`config.mk`:
```
export PLATFORM = sky130hd
export DESIGN_NAME = gol_matrix_scan
export DESIGN_NICKNAME = d
export VERILOG_FILES = /design/src/rtl/gol_pkg.sv /design/src/rtl/gol_tick_counter.sv /design/src/rtl/gol_matrix_scan.sv
export SDC_FILE = /design/constraint.sdc
export NUM_CORES = 1
export LEC_CHECK = 0
export CORE_ASPECT_RATIO = 1.75
export CORE_MARGIN = 2
export CORE_UTILIZATION = 30
export DETAILED_ROUTE_END_ITERATION = 10
export SETUP_SLACK_MARGIN = 0.2
export SYNTH_ARGS = -nofsm -noshare
export SYNTH_HDL_FRONTEND = slang
export SYNTH_SLANG_ARGS = --single-unit
```
`constraint.sdc`:
```
create_clock -name clk -period 2.65 [get_ports clk]
set_input_delay 0.53 -clock clk [delete_from_list [all_inputs] [get_ports clk]]
set_output_delay 0.53 -clock clk [all_outputs]
set_load 0.005 [all_outputs]
```
`src/rtl/gol_pkg.sv`:
```
// Shared types, sizes and helpers for the gol grid display path.
package gol_pkg;

    localparam int unsigned GRID_W    = 64;
    localparam int unsigned ROWS      = 8;
    localparam int unsigned COLS      = 8;
    localparam int unsigned ROW_IDX_W = $clog2(ROWS);

    typedef enum logic [1:0] {
        IDLE  = 2'd0,
        LOAD  = 2'd1,
        SCAN  = 2'd2,
        BLANK = 2'd3
    } scan_state_t;

    // Row 0 is the top byte of the grid word; bit 7 of each row is the leftmost column.
    function automatic logic [COLS-1:0] row_of(input logic [GRID_W-1:0]    grid,
                                               input logic [ROW_IDX_W-1:0] r);
        return COLS'(grid >> (COLS * (ROWS - 1 - 32'(r))));
    endfunction

endpackage

```
`src/rtl/gol_tick_counter.sv`:
```
// Saturating up-counter with synchronous clear and a terminal-count compare against i_term.
module gol_tick_counter #(
    parameter int unsigned MAX = 1,
    parameter int unsigned W   = $clog2(MAX + 1)
) (
    input  logic         clk,
    input  logic         rst_n,
    input  logic         i_clr,
    input  logic         i_inc,
    input  logic [W-1:0] i_term,
    output logic         o_tc_c
);

    logic [W-1:0] r_cnt;

    // Holds at MAX rather than wrapping.
    always_ff @(posedge clk or negedge rst_n) begin
        if (!rst_n) begin
            r_cnt <= '0;
        end else if (i_clr) begin
            r_cnt <= '0;
        end else if (i_inc && (r_cnt != W'(MAX))) begin
            r_cnt <= r_cnt + W'(1);
        end
    end

    assign o_tc_c = (r_cnt == i_term);

endmodule

```
`src/rtl/gol_matrix_scan.sv`:
```
// Row-scans a shadow copy of the gol grid onto an 8x8 LED matrix and paces generation steps.
module gol_matrix_scan
    import gol_pkg::*;
#(
    parameter int unsigned ROW_DWELL      = 1000,
    parameter int unsigned BLANK_CYC      = 2,
    parameter int unsigned FRAMES_PER_GEN = 60
) (
    input  logic              clk,
    input  logic              reset_n,
    input  logic              enable,
    input  logic [GRID_W-1:0] grid_in,
    input  logic              grid_valid,
    output logic              grid_ready,
    output logic [ROWS-1:0]   row_en,
    output logic [COLS-1:0]   col_data,
    output logic              frame_done,
    output logic              gen_tick
);

    localparam int unsigned DW_MAX = (ROW_DWELL > BLANK_CYC) ? ROW_DWELL : BLANK_CYC;
    localparam int unsigned DW_W   = $clog2(DW_MAX + 1);
    localparam int unsigned FC_W   = $clog2(FRAMES_PER_GEN + 1);

    localparam logic [DW_W-1:0]      SCAN_TERM  = DW_W'(ROW_DWELL - 1);
    localparam logic [DW_W-1:0]      BLANK_TERM = DW_W'((BLANK_CYC == 0) ? 0 : BLANK_CYC - 1);
    localparam logic [FC_W-1:0]      FRAME_TERM = FC_W'(FRAMES_PER_GEN - 1);
    localparam logic [ROW_IDX_W-1:0] LAST_ROW   = ROW_IDX_W'(ROWS - 1);

    scan_state_t          r_state;
    scan_state_t          w_state_nx;
    logic [GRID_W-1:0]    r_shadow;
    logic [GRID_W-1:0]    w_shadow_nx;
    logic [ROW_IDX_W-1:0] r_row_idx;
    logic [ROW_IDX_W-1:0] w_row_idx_nx;
    logic [ROWS-1:0]      r_row_en;
    logic [ROWS-1:0]      w_row_en_nx;
    logic [COLS-1:0]      r_col_data;
    logic [COLS-1:0]      w_col_data_nx;
    logic                 r_grid_ready;
    logic                 r_frame_done;
    logic                 r_gen_tick;
    logic                 w_frame_done_nx;
    logic                 w_gen_tick_nx;
    logic                 w_row_end;

    logic                 w_dwell_clr;
    logic                 w_dwell_inc;
    logic                 w_dwell_tc;
    logic [DW_W-1:0]      w_dwell_term;
    logic                 w_frame_clr;
    logic                 w_frame_inc;
    logic                 w_frame_tc;

    // One counter times both the lit and the blank phase of a row.
    assign w_dwell_term = (r_state == BLANK) ? BLANK_TERM : SCAN_TERM;

    gol_tick_counter #(
        .MAX    (DW_MAX)
    ) u_dwell (
        .clk    (clk),
        .rst_n  (reset_n),
        .i_clr  (w_dwell_clr),
        .i_inc  (w_dwell_inc),
        .i_term (w_dwell_term),
        .o_tc_c (w_dwell_tc)
    );

    gol_tick_counter #(
        .MAX    (FRAMES_PER_GEN)
    ) u_frame (
        .clk    (clk),
        .rst_n  (reset_n),
        .i_clr  (w_frame_clr),
        .i_inc  (w_frame_inc),
        .i_term (FRAME_TERM),
        .o_tc_c (w_frame_tc)
    );

    // Next-state, counter control and next output values.
    always_comb begin
        w_state_nx      = r_state;
        w_shadow_nx     = r_shadow;
        w_row_idx_nx    = r_row_idx;
        w_dwell_clr     = 1'b1;
        w_dwell_inc     = 1'b0;
        w_frame_clr     = 1'b0;
        w_frame_inc     = 1'b0;
        w_frame_done_nx = 1'b0;
        w_gen_tick_nx   = 1'b0;
        w_row_end       = 1'b0;

        case (r_state)
            IDLE: begin
                if (enable) begin
                    w_state_nx = LOAD;
                end
            end
            LOAD: begin
                if (grid_valid) begin
                    w_shadow_nx = grid_in;
                end
                w_row_idx_nx = '0;
                w_state_nx   = SCAN;
            end
            SCAN: begin
                if (w_dwell_tc) begin
                    if (BLANK_CYC == 0) begin
                        w_row_end = 1'b1;
                    end else begin
                        w_state_nx = BLANK;
                    end
                end else begin
                    w_dwell_clr = 1'b0;
                    w_dwell_inc = 1'b1;
                end
            end
            BLANK: begin
                if (w_dwell_tc) begin
                    w_row_end = 1'b1;
                end else begin
                    w_dwell_clr = 1'b0;
                    w_dwell_inc = 1'b1;
                end
            end
            default: begin
                w_state_nx = IDLE;
            end
        endcase

        // enable only matters here, so a frame always finishes once started.
        if (w_row_end) begin
            if (r_row_idx != LAST_ROW) begin
                w_row_idx_nx = r_row_idx + ROW_IDX_W'(1);
                w_state_nx   = SCAN;
            end else begin
                w_frame_done_nx = 1'b1;
                if (w_frame_tc) begin
                    w_gen_tick_nx = 1'b1;
                    w_frame_clr   = 1'b1;
                end else begin
                    w_frame_inc = 1'b1;
                end
                w_state_nx = enable ? LOAD : IDLE;
            end
        end

        w_row_en_nx   = '0;
        w_col_data_nx = '0;
        if (w_state_nx == SCAN) begin
            w_row_en_nx   = ROWS'(1) << w_row_idx_nx;
            w_col_data_nx = row_of(w_shadow_nx, w_row_idx_nx);
        end
    end

    always_ff @(posedge clk or negedge reset_n) begin
        if (!reset_n) begin
            r_state <= IDLE;
        end else begin
            r_state <= w_state_nx;
        end
    end

    // Outputs are registered from next-state values so they line up with r_state.
    always_ff @(posedge clk or negedge reset_n) begin
        if (!reset_n) begin
            r_shadow     <= '0;
            r_row_idx    <= '0;
            r_row_en     <= '0;
            r_col_data   <= '0;
            r_grid_ready <= 1'b0;
            r_frame_done <= 1'b0;
            r_gen_tick   <= 1'b0;
        end else begin
            r_shadow     <= w_shadow_nx;
            r_row_idx    <= w_row_idx_nx;
            r_row_en     <= w_row_en_nx;
            r_col_data   <= w_col_data_nx;
            r_grid_ready <= (w_state_nx == LOAD);
            r_frame_done <= w_frame_done_nx;
            r_gen_tick   <= w_gen_tick_nx;
        end
    end

    assign grid_ready = r_grid_ready;
    assign row_en     = r_row_en;
    assign col_data   = r_col_data;
    assign frame_done = r_frame_done;
    assign gen_tick   = r_gen_tick;

endmodule
```
==> results of run 1 <==
-- critical path, cell delays in order (launching register included) --
cell and delay, ns:
dfrtp_1 0.44, nor4b_1 0.35, nand4_1 0.13, buf_4 0.17, a21oi_4 0.27, o211ai_4 0.18, a221o_2 0.38, o32ai_1 0.28
or2_1 0.14
-- cell type report --
type	count	area, um^2
Timing Repair Buffer	110	1080
Tap cell	189	236
Fill cell	1522	9400
Clock inverter	7	71.3
Clock buffer	9	225
Sequential cell	104	2610
Multi-Input combinational cell	266	2120
Inverter	37	141
-- cell usage in the layout (no fill, tap or decap), drive strengths merged, types with 9 or more instances in the layout --
cell type / instances
nand2: 19
clkdlybuf4s50: 85
mux2i: 35
clkbuf: 9
mux2: 37
a21oi: 16
inv: 38
buf: 25
dfrtp: 104
a221o: 12
nor2: 45
-- what timing repair did --
action,4_1_cts,5_1_grt
endpoints found under the setup margin,8,9
buffers inserted,1,10
gates resized for setup,8,11
hold buffers,0,0
pin swaps,3,12
cloned,1,0
-- how the worst max path moves through the flow --
| stage | startpoint | end | slack (ns) | cells after the start |
|---|---|---|---|---|
| floorplan | r_row_idx[0]$_DFF_PN0_ | col_data[2]$_DFF_PN0_ | 0.44 | 10 |
| global placement | r_row_idx[0]$_DFF_PN0_ | col_data[2]$_DFF_PN0_ | 0.16 | 9 |
| detailed placement | r_row_idx[0]$_DFF_PN0_ | col_data[4]$_DFF_PN0_ | 0.14 | 9 |
| CTS | r_row_idx[0]$_DFF_PN0_ | col_data[2]$_DFF_PN0_ | 0.19 | 9 |
| global route | u_dwell.r_cnt[7]$_DFFE_PN0P_ | col_data[0]$_DFF_PN0_ | 0.11 | 8 |
| finish | u_dwell.r_cnt[7]$_DFFE_PN0P_ | col_data[1]$_DFF_PN0_ | 0.23 | 8 |
-- stage by stage --
stage | hold WS [ns] | std cells | area [um^2] | total power [mW]
floorplan | 0.234 | 422 | 4850 | 2.87
global placement | 0.403 | 694 | 6000 | 3.37
detailed placement | 0.404 | 694 | 6000 | 3.41
CTS | 0.0173 | 712 | 6360 | 4.78
global route | 0.0247 | 722 | 6480 | 5.09
finish | 0.0267 | 722 | 6480 | 4.81
-- per-layer routing --
layer	share of wire, %	vias to the layer above	GRT usage (%)
met5	0	-	0
met4	2.0	0	5.96
met3	3.6	18	2.38
met2	55	79	26.8
met1	39	1796	16.6
li1	-	1695	-
-- power breakdown --
group          switching [mW]  total (mW)  leakage, nW  internal, mW
clock network           0.608        1.34        0.143         0.734
logic                   0.691        1.37         1.73         0.682
registers               0.208        2.09         1.35          1.88
total                    1.51        4.81         3.22          3.30
-- kinds of logic after synthesis --
kind of cell	Yosys count	share of synthesized area [%]
flops	104	53.6
xor+xnor	10	1.81
buf+inv	53	4.69
simple gates	115	12.4
mux	72	15.8
fa+ha+maj	6	1.55
compound gates	62	10.1
-- registers in the layout (all words and copies together), names as in the netlist --
register,count
r_row_idx,3
grid_ready,1
frame_done,1
u_frame.r_cnt,6
row_en,8
r_state,2
u_dwell.r_cnt,10
r_shadow,64
gen_tick,1
col_data,8
==> impl_results.md, run 1 <==
* Worst setup margin at 0.235 ns
* CTS tree: done
* Rows at 61
* Syn_nets at 496
* Number of global-route vias before repair at 3752
* First-pass GRT wire length at 19400 um
* Initial antenna violation count at 0
* Root buffer cell: clkbuf_16
* DR WL/cell at 17.2 um
* Inserted Clock Buffers at 9
* Setup Skew at 0.00724 ns
* Pin slew with the least headroom to its limit at 0.517 ns
* HP Class: input pin to async pin
* I/O pins at 87
* GRT Residual Overflow at 0
* Asr flop ratio synth at 100%
* DRT Pass-1 Iters at 4
* CP startpoint kind: flop
* Share of cells above drive strength 1 at 22.0%
* Worst R2R Path Depth at 8
* Period utilization at 91.1%
* Clk_lat worst skew at 0.35 ns
* Vias/cell at 4.97
* Die area at 0.0172 mm^2
* CTS HTree Levels at 3
* Max-slew violation count at 0
* FF-to-FF End: col_data[1]$_DFF_PN0_
* Number of maximum-capacitance violations at 0
* Most instantiated library cell after synthesis: dfrtp_1
* # diodes at 0
* Final Setup Violations at 0
* R2R Path Start: u_dwell.r_cnt[7]$_DFFE_PN0P_
* Final Wtd Congestion at 0.887
* Seq/Total Area, Yosys at 53.6%
* Worst Path Arrival at 2.71 ns
* Share of the synthesized area in the top cell type at 53.6%
* Area growth from synthesis to layout at 33.6%
* Routed vias at 3588
* Status: finished clean
* Power Density at 742 mW/mm^2
* Worst reg-to-reg setup slack at 0.23 ns
* Worst IR Drop VDD at 275 uV
* Unrepaired setup endpoints after global routing: true
* Count of different cell masters after synthesis at 59
* EDFF count, synth at 0
* Syn. warnings at 0
* Syn Area/Cell at 11.5 um^2
* CP Class: flop to flop
* Worst-path clk slew at 0.07 ns
* Clk buf depth at 2
* CP Data Required Time at 2.95 ns
* Mapped Cells at 422
* Pin count of the biggest net entering global routing at 90
* Seq cells post-synth at 104
* Drt total wl at 12400 um
* Top_reg_cell synth: dfrtp_1
* Port bufs at 86
* Mapped Area at 0.00485 mm^2
* DR DRC count at 0
* Crit path max fanout at 7
* Kind of end point of the critical path: flop
* Placeable Area at 0.0159 mm^2
* Final core utilization at 40.8%
* Maximum clock rate at 0.414 GHz
* Layout Nets at 602
* Cell taking the most area after synthesis: dfrtp_1
* Final TNS setup at 0 ns
* All-Layer GR Usage at 14.6%
* Synth area leaders: dfrtp_1 54%, mux2_2 8.6%, mux2i_1 7.2%
* Post-DP HPWL at 8970 um
* Clock sinks at 104
* Initial DRC Count at 194
* Die Y at 172 um
* Pre-CTS WS at 0.139 ns
* Post-synth top cells: 104 x dfrtp_1, 44 x nor2_1, 37 x mux2_2
* Min Tclk post-route at 2.42 ns
* Hold Vio Cnt, Final at 0
* Starting Density at 30.6%
* Leak Pwr at 3.22 nW
* Routed Antenna Nets at 0
* Die Wd at 100 um
* Slew HR at 65.5%
(Power assumes the default switching activity.)
==> run 2: changes to the inputs <==
CORE_ASPECT_RATIO = 0.5   (was 1.75)
CORE_MARGIN = unset   (was 2)
CORE_UTILIZATION = 45   (was 30)
PLACE_DENSITY = 0.7   (was unset)
==> impl_results.md, run 2 (synthesis gave the netlist of run 1 again) <==
* Power Density at 754 mW/mm^2
* Post-CTS Hold Fix Bufs at 0
* Clock sinks at 104
* Pin slew with the least headroom to its limit at 0.706 ns
* CP max stage cell: dfrtp_1
* Period utilization at 91.5%
* WP buf/inv at 3
* Clk_lat worst skew at 0.35 ns
* Clk buf depth at 2
* Final TNS setup at 0 ns
* Layout Nets at 603
* Hold Vio Cnt, Final at 0
* CTS tree: done
* Area growth from synthesis to layout at 32.7%
* Reg power frac at 42.4%
* Initial DRC Count at 237
* Internal power at 3.33 mW
* All-Layer GR Usage at 20.8%
* Logic pwr share at 29.1%
* # diodes at 0
* Final Wtd Congestion at 0.801
* Drt total wl at 11100 um
* Largest registers: r_shadow (64), u_dwell.r_cnt (10)
* Slowest Stage Delay on Critical Path at 0.47 ns
* Commonest non-fill, non-tap cells in the layout: 102 x dfrtp_1, 85 x clkdlybuf4s50_1, 44 x nor2_1, 37 x mux2_2, 35 x inv_1
* Slew HR at 52.5%
* Number of maximum-capacitance violations at 0
* DR WL/cell at 16.5 um
* R2R Path Start: u_dwell.r_cnt[2]$_DFFE_PN0P_
* Vias/cell at 5.17
* Switching part of the total at 31.5%
* Crit path max-delay family: compound AO/OA/AOI/OAI gates
* Die Y at 75.4 um
* Root buffer cell: clkbuf_16
* Routed vias at 3486
* I/O pins at 87
* CP Data Required Time at 2.91 ns
* Max-slew violation count at 0
* Port bufs at 86
* Maximum clock rate at 0.413 GHz
* CP dominant cell by count: buf_4
* Final Setup Violations at 0
* Worst IR Drop VDD at 430 uV
* Pre-CTS WS at 0.140 ns
* Rows at 26
* Starting Density at 46.9%
* CP startpoint kind: flop
* Crit path max fanout at 7
* Status: finished clean
* Die area at 0.0112 mm^2
* HP Class: input pin to async pin
* Pin count of the biggest net entering global routing at 38
* Worst-path clk slew at 0.08 ns
* Clock network fraction of design power at 28.6%
* CP Class: flop to flop
* Number of global-route vias before repair at 3521
* Post-DP HPWL at 7850 um
* DRT Pass-1 Iters at 4
* Leak Pwr at 3.25 nW
* Die Wd at 149 um
* Placeable Area at 0.0103 mm^2
* Psw at 1.53 mW
* First-pass GRT wire length at 17600 um
* Min Tclk post-route at 2.42 ns
* Kind of end point of the critical path: flop
* Setup Skew at 0.00625 ns
* Worst setup margin at 0.227 ns
* Initial antenna violation count at 0
* Routed Antenna Nets at 0
* Worst Path Arrival at 2.69 ns
* Unrepaired setup endpoints after global routing: true
* Share of cells above drive strength 1 at 22.1%
* Most common cell after layout, fill and taps aside: dfrtp_1
* CP Cell Sequence: nor4_1, nand4_1, a21oi_2, buf_4, buf_4, buf_4, nor3_1, a21oi_1, o221ai_1, o2bb2ai_1
* CP startpoint: u_dwell.r_cnt[2]$_DFFE_PN0P_
* Largest register FFs at 64
* GRT Residual Overflow at 0
* Inserted Clock Buffers at 9
* Most flops, register: r_shadow
* DR DRC count at 0
* CTS HTree Levels at 3
## run 2: cell types whose count changed in the layout (fill, tap and decap cells not counted), moves of 2 or more
cell / previous run / this run
clkinv_2: 3 / 0
dfrtp_1: 99 / 102
dfrtp_2: 5 / 2
inv_8: 1 / 3
o211ai_4: 2 / 0
mux2i_1: 35 / 33
## run 2: what timing repair did
action                                  CTS  global route
endpoints found under the setup margin    6             8
setup buffers                             1             6
pin swaps                                 1            10
resized for setup                         5            15
hold endpoints to repair                  0             0
## run 2: cell type report
type,instances,area (um^2)
clock buffer,9,225
fill,839,3910
tap,140,175
timing repair buffer,112,1090
sequential,104,2610
multi-input combinational,265,2100
clock inverter,7,91.3
inverter,37,146
## run 2: worst register-to-register path, delay by kind of cell (launching register included)
| kind | cells | cell delay (ns) |
|---|---|---|
| flip-flops | 1 | 0.47 |
| buffers and inverters | 3 | 0.34 |
| AND/OR/NAND/NOR | 3 | 0.52 |
| AO/OA/AOI/OAI | 4 | 1.02 |
## run 2: worst paths after layout
kind | end | slack (ns) | cells past startpoint
min | r_shadow[27]$_DFF_PN0_ | 0.14 | 1
max in group asynchronous | r_shadow[53]$_DFF_PN0_ | 1.88 | 2
max reg2reg | col_data[5]$_DFF_PN0_ | 0.23 | 10
max | col_data[5]$_DFF_PN0_ | 0.23 | 10
min in group clk | r_shadow[59]$_DFF_PN0_ | 0.49 | 2
min reg2reg | r_shadow[59]$_DFF_PN0_ | 0.49 | 2
## run 2: power groups by stage
stage / logic (mW) / clock network, mW / registers, mW
after global routing: 1.56 / 1.48 / 2.09
after floorplan: 0.838 / 0 / 2.04
after global placement: 1.32 / 0 / 2.06
after CTS: 1.35 / 1.42 / 2.04
final: 1.41 / 1.39 / 2.06
after detailed placement: 1.33 / 0 / 2.07
## run 2: layer usage
layer | track usage [%] | up-vias | wire length [um] | share of wire, %
met4 | 4.42 | 0 | 109 | 0.98
met5 | 0 | - | 0 | 0
met2 | 32.7 | 64 | 4980 | 45
li1 | - | 1706 | - | -
met1 | 29.9 | 1706 | 5600 | 50
met3 | 4.67 | 10 | 453 | 4.1
## run 2: stage by stage
step	instances	utilization [%]	cell area [um^2]	hold slack (ns)	total power, mW
finish	674	62.2	6440	0.141	4.85
global route	674	62.2	6440	0.176	5.13
CTS	668	61.1	6320	0.153	4.81
detailed placement	651	57.8	5980	0.469	3.40
global placement	651	57.8	5980	0.463	3.37
floorplan	422	-	4850	0.234	2.87
